<file path="src/rtl/subckt_eval_sched.sv">
// Round-robin scheduler in front of one shared, pipelined evaluator of
// f(v) = v[1] ^ (v[3] & ~v[2] & ~v[0]), with a built-in 16-entry truth-table sweep.
module subckt_eval_sched #(
   parameter int EVAL_LAT = 2
) (
   input  logic        clk,
   input  logic        rst_n,
   input  logic [3:0]  req_valid,
   input  logic [15:0] req_vec,
   output logic [3:0]  req_ready,
   output logic        rsp_valid,
   output logic [1:0]  rsp_id,
   output logic        rsp_bit,
   input  logic        sweep_start,
   output logic        sweep_busy,
   output logic        sweep_done,
   output logic [15:0] sweep_table
);

   localparam logic [1:0] IDLE  = 2'd0;
   localparam logic [1:0] SWEEP = 2'd1;
   localparam logic [1:0] DRAIN = 2'd2;

   function automatic logic eval_f(input logic [3:0] v);
      return v[1] ^ (v[3] & ~v[2] & ~v[0]);
   endfunction

   logic [1:0]  state_reg;
   logic [1:0]  ptr_reg;
   logic [3:0]  pat_reg;
   logic        done_reg;
   logic [15:0] table_reg;

   logic        grant_found;
   logic [1:0]  grant_id;
   logic [1:0]  cand;
   logic        sweep_accept;

   logic        in_valid;
   logic        in_tag;
   logic [1:0]  in_id;
   logic [3:0]  in_vec;

   logic        ent_valid;
   logic        ent_tag;
   logic [3:0]  ent_vec;
   logic        ent_bit;
   logic        last_write;

   // Arbiter is gated by reset and by a pending sweep request so a colliding sweep wins.
   always_comb begin
      grant_found = 1'b0;
      grant_id    = ptr_reg;
      cand        = 2'd0;
      req_ready   = 4'd0;
      if (rst_n && state_reg == IDLE && !sweep_start) begin
         for (int j = 0; j < 4; j++) begin
            cand = ptr_reg + 2'(j);
            if (!grant_found && req_valid[cand]) begin
               grant_found = 1'b1;
               grant_id    = cand;
            end
         end
         if (grant_found) begin
            req_ready[grant_id] = 1'b1;
         end
      end
   end

   assign sweep_accept = (state_reg == IDLE) && sweep_start;

   assign in_valid = grant_found || (state_reg == SWEEP);
   assign in_tag   = (state_reg == SWEEP);
   assign in_id    = grant_id;
   assign in_vec   = (state_reg == SWEEP) ? pat_reg : req_vec[{grant_id, 2'b00} +: 4];

   // Stage gi holds a vector accepted gi edges ago; the last stage is the user result.
   genvar gi;
   generate
      for (gi = 0; gi < EVAL_LAT; gi++) begin : g_stage
         logic       valid_reg;
         logic       tag_reg;
         logic [1:0] id_reg;
         logic       bit_reg;

         if (gi == 0) begin : g_head
            always_ff @(posedge clk) begin
               if (!rst_n) begin
                  valid_reg <= 1'b0;
               end else begin
                  valid_reg <= in_valid;
               end
            end
            always_ff @(posedge clk) begin
               tag_reg <= in_tag;
               id_reg  <= in_id;
               bit_reg <= eval_f(in_vec);
            end
         end else begin : g_body
            always_ff @(posedge clk) begin
               if (!rst_n) begin
                  valid_reg <= 1'b0;
               end else begin
                  valid_reg <= g_stage[gi-1].valid_reg;
               end
            end
            always_ff @(posedge clk) begin
               tag_reg <= g_stage[gi-1].tag_reg;
               id_reg  <= g_stage[gi-1].id_reg;
               bit_reg <= g_stage[gi-1].bit_reg;
            end
         end

         // The pattern index is only needed up to the entry of the final stage.
         if (gi < EVAL_LAT - 1) begin : g_vec
            logic [3:0] vec_reg;
            if (gi == 0) begin : g_vhead
               always_ff @(posedge clk) begin
                  vec_reg <= in_vec;
               end
            end else begin : g_vbody
               always_ff @(posedge clk) begin
                  vec_reg <= g_stage[gi-1].g_vec.vec_reg;
               end
            end
         end
      end

      if (EVAL_LAT == 1) begin : g_ent_direct
         assign ent_valid = in_valid;
         assign ent_tag   = in_tag;
         assign ent_vec   = in_vec;
         assign ent_bit   = eval_f(in_vec);
      end else begin : g_ent_stage
         assign ent_valid = g_stage[EVAL_LAT-2].valid_reg;
         assign ent_tag   = g_stage[EVAL_LAT-2].tag_reg;
         assign ent_vec   = g_stage[EVAL_LAT-2].g_vec.vec_reg;
         assign ent_bit   = g_stage[EVAL_LAT-2].bit_reg;
      end
   endgenerate

   // Sweep results land in the table on the same edge a user result would become visible.
   assign last_write = ent_valid && ent_tag && (ent_vec == 4'hF);

   always_ff @(posedge clk) begin
      if (!rst_n) begin
         table_reg <= 16'd0;
      end else if (sweep_accept) begin
         table_reg <= 16'd0;
      end else if (ent_valid && ent_tag) begin
         table_reg[ent_vec] <= ent_bit;
      end
   end

   always_ff @(posedge clk) begin
      if (!rst_n) begin
         state_reg <= IDLE;
         ptr_reg   <= 2'd0;
         pat_reg   <= 4'd0;
         done_reg  <= 1'b0;
      end else begin
         done_reg <= 1'b0;
         case (state_reg)
            IDLE: begin
               if (sweep_start) begin
                  state_reg <= SWEEP;
                  pat_reg   <= 4'd0;
               end else if (grant_found) begin
                  ptr_reg <= grant_id + 2'd1;
               end
            end
            SWEEP: begin
               pat_reg <= pat_reg + 4'd1;
               if (last_write) begin
                  state_reg <= IDLE;
                  done_reg  <= 1'b1;
               end else if (pat_reg == 4'hF) begin
                  state_reg <= DRAIN;
               end
            end
            DRAIN: begin
               if (last_write) begin
                  state_reg <= IDLE;
                  done_reg  <= 1'b1;
               end
            end
            default: state_reg <= IDLE;
         endcase
      end
   end

   assign rsp_valid   = g_stage[EVAL_LAT-1].valid_reg & ~g_stage[EVAL_LAT-1].tag_reg;
   assign rsp_id      = g_stage[EVAL_LAT-1].id_reg;
   assign rsp_bit     = g_stage[EVAL_LAT-1].bit_reg;
   assign sweep_busy  = (state_reg != IDLE);
   assign sweep_done  = done_reg;
   assign sweep_table = table_reg;

endmodule

</file>
<file path="config.mk">
export PLATFORM = sky130hd
export DESIGN_NAME = subckt_eval_sched
export DESIGN_NICKNAME = d
export VERILOG_FILES = /design/src/rtl/subckt_eval_sched.sv
export SDC_FILE = /design/constraint.sdc
export NUM_CORES = 1
export LEC_CHECK = 0
export CAP_MARGIN = 20
export CORE_ASPECT_RATIO = 1.2
export CORE_MARGIN = 2
export CORE_UTILIZATION = 52
export CTS_CLUSTER_SIZE = 10
export DETAILED_ROUTE_END_ITERATION = 8
export PLACE_DENSITY_LB_ADDON = 0.1
export SETUP_SLACK_MARGIN = 0.02
export SLEW_MARGIN = 20
export SYNTH_ARGS = -nofsm -noshare
export SYNTH_HDL_FRONTEND = slang
export SYNTH_SLANG_ARGS = --single-unit
</file>
<file path="constraint.sdc">
create_clock -name clk -period 4.15 [get_ports clk]
set_clock_uncertainty 0.1 [all_clocks]
set_input_delay 1.245 -clock clk [delete_from_list [all_inputs] [get_ports clk]]
set_output_delay 1.245 -clock clk [all_outputs]
set_load 0.01 [all_outputs]
</file>
==> results of run 1 <==
-- worst max-delay path by stage --
stage / start / to / slack, ns
floorplan: rst_n / req_ready[0] / 0.62
global placement: req_valid[0] / req_ready[1] / -0.22
detailed placement: req_valid[0] / req_ready[3] / -0.28
CTS: req_valid[2] / req_ready[3] / 0.08
global route: req_valid[2] / req_ready[1] / 0.01
finish: req_valid[2] / req_ready[2] / 0.10
-- power groups by stage --
stage	clock, uW	sequential [uW]	combinational (uW)
after global routing	338	548	492
after detailed placement	0	542	430
after global placement	0	538	425
after CTS	325	534	433
after floorplan	0	503	310
final	318	536	437
-- cells by family (layout without fill, tap and decap cells) --
| group | count (synthesis) | after routing | synth area share |
|---|---|---|---|
| and+or+nand+nor | 107 | 107 | 0.2574 |
| AOI/OAI and AO/OA | 51 | 51 | 0.1722 |
| DFF | 39 | 39 | 0.4086 |
| buffers and inverters | 18 | 80 | 0.03863 |
| muxes | 16 | 16 | 0.08579 |
| adders and majority gates | 5 | 5 | 0.03274 |
| xor gates and xnor gates | 1 | 1 | 0.004585 |
-- repair_timing --
action,4_1_cts,5_1_grt
setup buffers,0,1
pin swaps,0,2
gates resized for setup,11,4
setup endpoints to repair,4,4
-- synthesized netlist by cell type, types with 3 or more instances --
| master | instances | area (sq um) |
|---|---|---|
| nand3_1 | 5 | 25.02 |
| inv_1 | 9 | 33.78 |
| nand2_1 | 30 | 112.6 |
| o21ai_0 | 15 | 75.07 |
| mux2i_1 | 13 | 130.1 |
| dfxtp_1 | 39 | 780.8 |
| nor2_1 | 45 | 168.9 |
| nor3_1 | 7 | 35.03 |
| nand2b_1 | 6 | 37.54 |
| a21oi_1 | 19 | 95.09 |
| mux2_2 | 3 | 33.78 |
| ha_1 | 5 | 62.56 |
| clkbuf_1 | 6 | 22.52 |
-- through the flow --
stage / TNS (ns) / instance area, sq um / power, uW / utilization
2_1_floorplan: 0 / 1911 / 813.5 / -
3_3_place_gp: -0.8756 / 2502 / 963.7 / 0.7003
3_5_place_dp: -1.050 / 2502 / 972.0 / 0.7003
4_1_cts: 0 / 2639 / 1292 / 0.7384
5_1_grt: 0 / 2654 / 1377 / 0.7426
6_report: 0 / 2654 / 1292 / 0.7426
-- metal layers --
layer / wire length (um) / GRT usage
met4: 55 / 0.06566
met2: 2230 / 0.3834
met3: 153 / 0.04630
met1: 1823 / 0.2650
met5: 0 / 0
-- layout make-up --
class / count / share of cell area
Clock buffer: 6 / 0.03112
Clock inverter: 2 / 0.01320
Inverter: 11 / 0.01744
Multi-Input combinational cell: 180 / 0.4107
Sequential cell: 39 / 0.2942
Tap cell: 39 / 0.01839
Timing Repair Buffer: 61 / 0.2150
==> summary.txt, run 1 <==
Status
  • Outcome: complete, no violations

Pwr
  • Internal power: about 840 uW
  • Leakage: between 0.001 and 0.0015 uW
  • Gate power share: 0.339
  • Switching part of the total power: 0.3491
  • Clock power share: 0.246
  • Switching Power: roughly 450 uW
  • Flop pwr share: 0.415
  • Peak supply drop: ~250 uV
  • Power Dens Cells: between 400 and 500 nW/um^2

Yosys
  • Synth Register Bits: 39
  • Most used DFF post-synth: dfxtp_1
  • Post-synthesis sequential area ratio: 0.4086
  • Synthesis warning total: 0
  • Net Count, Synth: between 200 and 300
  • Avg Cell Area, Syn: between 8 and 9 sq um
  • Post-Syn Area: 1911 sq um
  • Async S/R FF share, synth: 0
  • EDFF count, synth: 0
  • Distinct cells, synth: 42
  • Post-Syn Instances: 237

STA
  • Period minus WS final: approximately 4 ns
  • Fin Hold WS: about 0.23 ns
  • Fin. Hold Viols: 0
  • Slew @ Worst Pin: approximately 0.56 ns
  • Setup-failing EPs final: 0
  • Final period util: 0.9751
  • Pins over their slew limit: 0
  • RSZ-0062 raised after global routing: false
  • Fin worst setup slack: 0.1034 ns
  • Relative slew slack: 0.6265
  • Highest Clock Rate: 247.1 MHz

Route
  • Vias: between 1500 and 2000
  • Initial DRC Count: 140
  • Wire length per cell: about 13 um
  • Total Wirelength: ~4300 um
  • Detail Route Antenna Nets: 0
  • Vias per cell: approximately 5.4
  • DRT Pass-1 Iters: 4
  • Number of remaining DRC errors: 0

Cells and area
  • Area grow syn2layout: 38.90%
  • Final #Nets: between 300 and 400
  • Finished Layout Cells: 338
  • Fraction of layout cells with a size suffix above 1: 0.1237
  • Most frequent cells in the layout: nor2_1, clkdlybuf4s50_1, dfxtp_1, nand2_1, a21oi_1
  • Sequential cell area: 780.7 sq um
  • Most common cell after layout, fill and taps aside: nor2_1
  • Fillers: between 200 and 300
  • # diodes: 0
  • Largest register FFs: 16
  • Area of the multi-input gates: between 1000 and 1500 sq um

GRT
  • Initial antenna violation count: 0
  • Total routing usage reported by global routing: 0.2209
  • Global-route wire length before repair: 7224 um
  • Grt total ovfl: 0
  • Vias in the first global route: between 1500 and 2000
  • Largest net degree at the start of global routing: 18

Floorplanning
  • Die area: roughly 4200 sq um
  • Die width: 59.34 um
  • Die Height: around 70 um
  • Core area: 3573 sq um
  • I/O pin total: between 40 and 50
  • Cell row count: 24
  • Initial core utilization: 0.5347

CTS
  • Post-CTS Hold Fix Bufs: 0
  • Clock sink count: 39
  • CTS Root Cell: clkbuf_8
  • Clk buf depth: 2
  • CTS Buf Count: 5
  • TritonCTS clock tree: yes
  • Worst-path clk slew: around 0.070 ns
  • H-Tree Depth: 2
  • Worst-Skew Late Latency: around 0.28 ns

Critical path
  • Worst path top cell family by delay: buffers and inverters
  • Worst Path Arrival: 2.70 ns
  • Crit-path cells: clkdlybuf4s50_1, nor3b_4, a2111oi_4, or2_2, nor2_1, dlygate4sd2_1
  • Setup CP Type: input port to primary output
  • Max Fanout on Critical Path: 3
  • Crit path required time: 2.80 ns
  • Worst reg2reg startpoint: state_reg[1]
  • Reg2reg end: ent_bit
  • Critical path depth: 6
  • Type of origin of the critical path: input port
  • FF-to-FF setup slack: roughly 1.5 ns
  • Slowest stage cell on the critical path: clkdlybuf4s50_1
  • Largest stage delay, worst path: ~0.48 ns
  • Reg2Reg Depth: 10
  • Worst Path Buf+Inv: 2
  • Critical path endpoint category: primary output

Placed design
  • PortBufs: between 40 and 50
  • GPL Wtd Cong: 0.8195
  • Placed Cells: approximately 330
  • DP Worst Slack: -0.2768 ns
  • Post-DP HPWL: 3270 um

Worst hold path
  • Hold path cells: 0
  • Path type of the worst min-delay path: flip-flop to flip-flop
  • Hold Path Sink: rsp_id[0]
  • Min-Delay Startpoint: g_stage[0].id_reg[0]

Run
  • Max Cap Violations: 0
(Power assumes the default switching activity.)
==> run 2: changes to the inputs <==
Settings changed: TNS_END_PERCENT from default to 20.
==> run 2 against run 1 <==
  * Die area unchanged
  * Final cell count stayed put
  * First-iteration DRC count down 13%
  * Non-clock buffer count unchanged
  * Largest cell class unchanged
  * Worst hold slack about the same
  * Via count shrank 0.44%
  * Core utilization decreased by 0.18 points
==> summary.txt, run 2 (synthesized netlist as in run 1, its figures left out) <==
Status
  • Outcome: complete, no violations

Run
  • Max Cap Violations: 0 (unchanged)

Floorplanning
  • Die area: 4177 sq um (unchanged)
  • Die Height: 70.40 um (unchanged)
  • Cell row count: 24 (unchanged)
  • Initial core utilization: 0.5347 (unchanged)
  • Core area: 3573 sq um (unchanged)
  • I/O pin total: 49 (unchanged)
  • Die width: 59.34 um (unchanged)

GRT
  • Initial antenna violation count: 0 (unchanged)
  • Largest net degree at the start of global routing: 18 (unchanged)
  • Grt total ovfl: 0 (unchanged)
  • Total routing usage reported by global routing: 0.2209 (unchanged)
  • Vias in the first global route: 1700 (unchanged)
  • Global-route wire length before repair: 7224 um (unchanged)

Placed design
  • DP Area: 2502 sq um (unchanged)
  • PortBufs: 48 (unchanged)
  • Post-DP HPWL: 3270 um (unchanged)
  • GPL Wtd Cong: 0.8195 (unchanged)

Cells and area
  • Final #Nets: 326 (unchanged)
  • Fraction of layout cells with a size suffix above 1: 0.1171 (-0.006689)
  • Area of the multi-input gates: 1084 sq um (-0.57%)
  • # diodes: 0 (unchanged)
  • Post-route cell area: 2648 sq um (-0.24%)
  • Most common cell after layout, fill and taps aside: nor2_1
  • Fillers: 276 (unchanged)
  • Sequential cell area: 780.7 sq um (unchanged)
  • Largest register FFs: 16 (unchanged)
  • Area grow syn2layout: 38.57%
  • Most frequent cells in the layout: nor2_1, clkdlybuf4s50_1, dfxtp_1, nand2_1, a21oi_1

CTS
  • CTS Buf Count: 5 (unchanged)
  • Clk buf depth: 2 (unchanged)
  • Clock sink count: 39 (unchanged)
  • H-Tree Depth: 2 (unchanged)
  • Worst-path clk slew: 0.07 ns (about the same)
  • TritonCTS clock tree: yes
  • CTS Root Cell: clkbuf_8
  • Worst-Skew Late Latency: 0.28 ns (about the same)

STA
  • Period minus WS final: 4.049 ns (+0.002111 ns)
  • Relative slew slack: 0.6271 (+0.0006720)
  • Final period util: 0.9756 (about the same)
  • Fin. Hold Viols: 0 (unchanged)
  • Slew @ Worst Pin: 0.5580 ns (-0.001594 ns)
  • Fin Hold WS: 0.2314 ns (+0.00001200 ns)
  • RSZ-0062 raised after global routing: true
  • Highest Clock Rate: 247.0 MHz (about the same)
  • Pins over their slew limit: 0 (unchanged)
  • Setup-failing EPs final: 0 (unchanged)

Pwr
  • Internal power: 840.1 uW (about the same)
  • Power Dens Cells: 487.3 nW/um^2 (about the same)
  • Gate power share: 0.338 (about the same)
  • Peak supply drop: 246.7 uV (+0.12%)
  • Switching part of the total power: 0.3488 (about the same)
  • Leakage: 0.001056 uW (about the same)
  • Tot Pwr: 1290 uW (-0.14%)
  • Flop pwr share: 0.415 (about the same)
  • Switching Power: 450.0 uW (-0.24%)
  • Clock power share: 0.247 (about the same)

Route
  • Total Wirelength: 4260 um (about the same)
  • Detail Route Antenna Nets: 0 (unchanged)
  • DRT Pass-1 Iters: 4 (unchanged)
  • Initial DRC Count: 122 (-13%)
  • Wire length per cell: 12.60 um (about the same)
  • Number of remaining DRC errors: 0 (unchanged)
  • Vias: 1831 (-0.44%)
  • Vias per cell: 5.417 (-0.44%)

Critical path
  • Type of origin of the critical path: input port
  • Worst Path Arrival: 2.70 ns (about the same)
  • Crit path required time: 2.80 ns (about the same)
  • Setup CP Type: input port to primary output
  • Max Fanout on Critical Path: 3 (unchanged)
  • Critical path endpoint category: primary output

Worst hold path
  • Path type of the worst min-delay path: flip-flop to flip-flop
run 2: cell types whose count changed in the layout (fill, tap and decap cells not counted):
cell,change
a21oi_2,-1
o21ai_0,+1
nor2_2,-1
o21ai_1,-1
nor2_1,+1
a21oi_1,+1
run 2: final timing paths:
check / depth (start not counted) / slack, ns / end / startpoint
setup / recovery: 6 / 0.10 / req_ready[2] / req_valid[2]
hold / removal: 0 / 0.23 / rsp_id[0] / g_stage[0].id_reg[0]
setup reg to reg: 10 / 1.54 / ent_bit / state_reg[1]
hold reg to reg: 0 / 0.23 / rsp_id[0] / g_stage[0].id_reg[0]
run 2: power groups by stage:
stage,clock [uW],combinational (uW),sequential [uW]
after floorplan,0,310,503
after global placement,0,425,538
after detailed placement,0,430,542
after CTS,325,433,534
after global routing,338,489,548
final,319,436,535
run 2: metal layers:
layer / global-route usage / wire [um]
met5: 0 / 0
met4: 0.06566 / 62
met3: 0.04630 / 143
met2: 0.3834 / 2235
met1: 0.2650 / 1819
run 2: per-stage QoR:
step,cells,TNS (ns),utilization,worst slack (ns)
6_report,338,0,0.7409,0.1013
5_1_grt,338,0,0.7409,0.006461
4_1_cts,337,0,0.7384,0.08404
3_5_place_dp,329,-1.050,0.7003,-0.2768
3_3_place_gp,329,-0.8756,0.7003,-0.2245
2_1_floorplan,237,0,-,0.6202
run 2: critical path: stages:
cell and delay, ns:
clkdlybuf4s50_1 0.49, nor3b_4 0.22, a2111oi_4 0.07, or2_2 0.32, nor2_1 0.10, dlygate4sd2_1 0.27
run 2: timing repair:
item,CTS,global route
setup endpoints to repair,4,4
setup buffers,0,1
gates resized for setup,11,1
pin swaps,0,2
hold buffers,0,0
run 2: cell type report:
type                            instances  area share
Clock buffer                            6     0.03119
Clock inverter                          2     0.01323
Inverter                               11     0.01749
Multi-Input combinational cell        180      0.4093
Sequential cell                        39      0.2949
Tap cell                               39     0.01843
Timing Repair Buffer                   61      0.2155
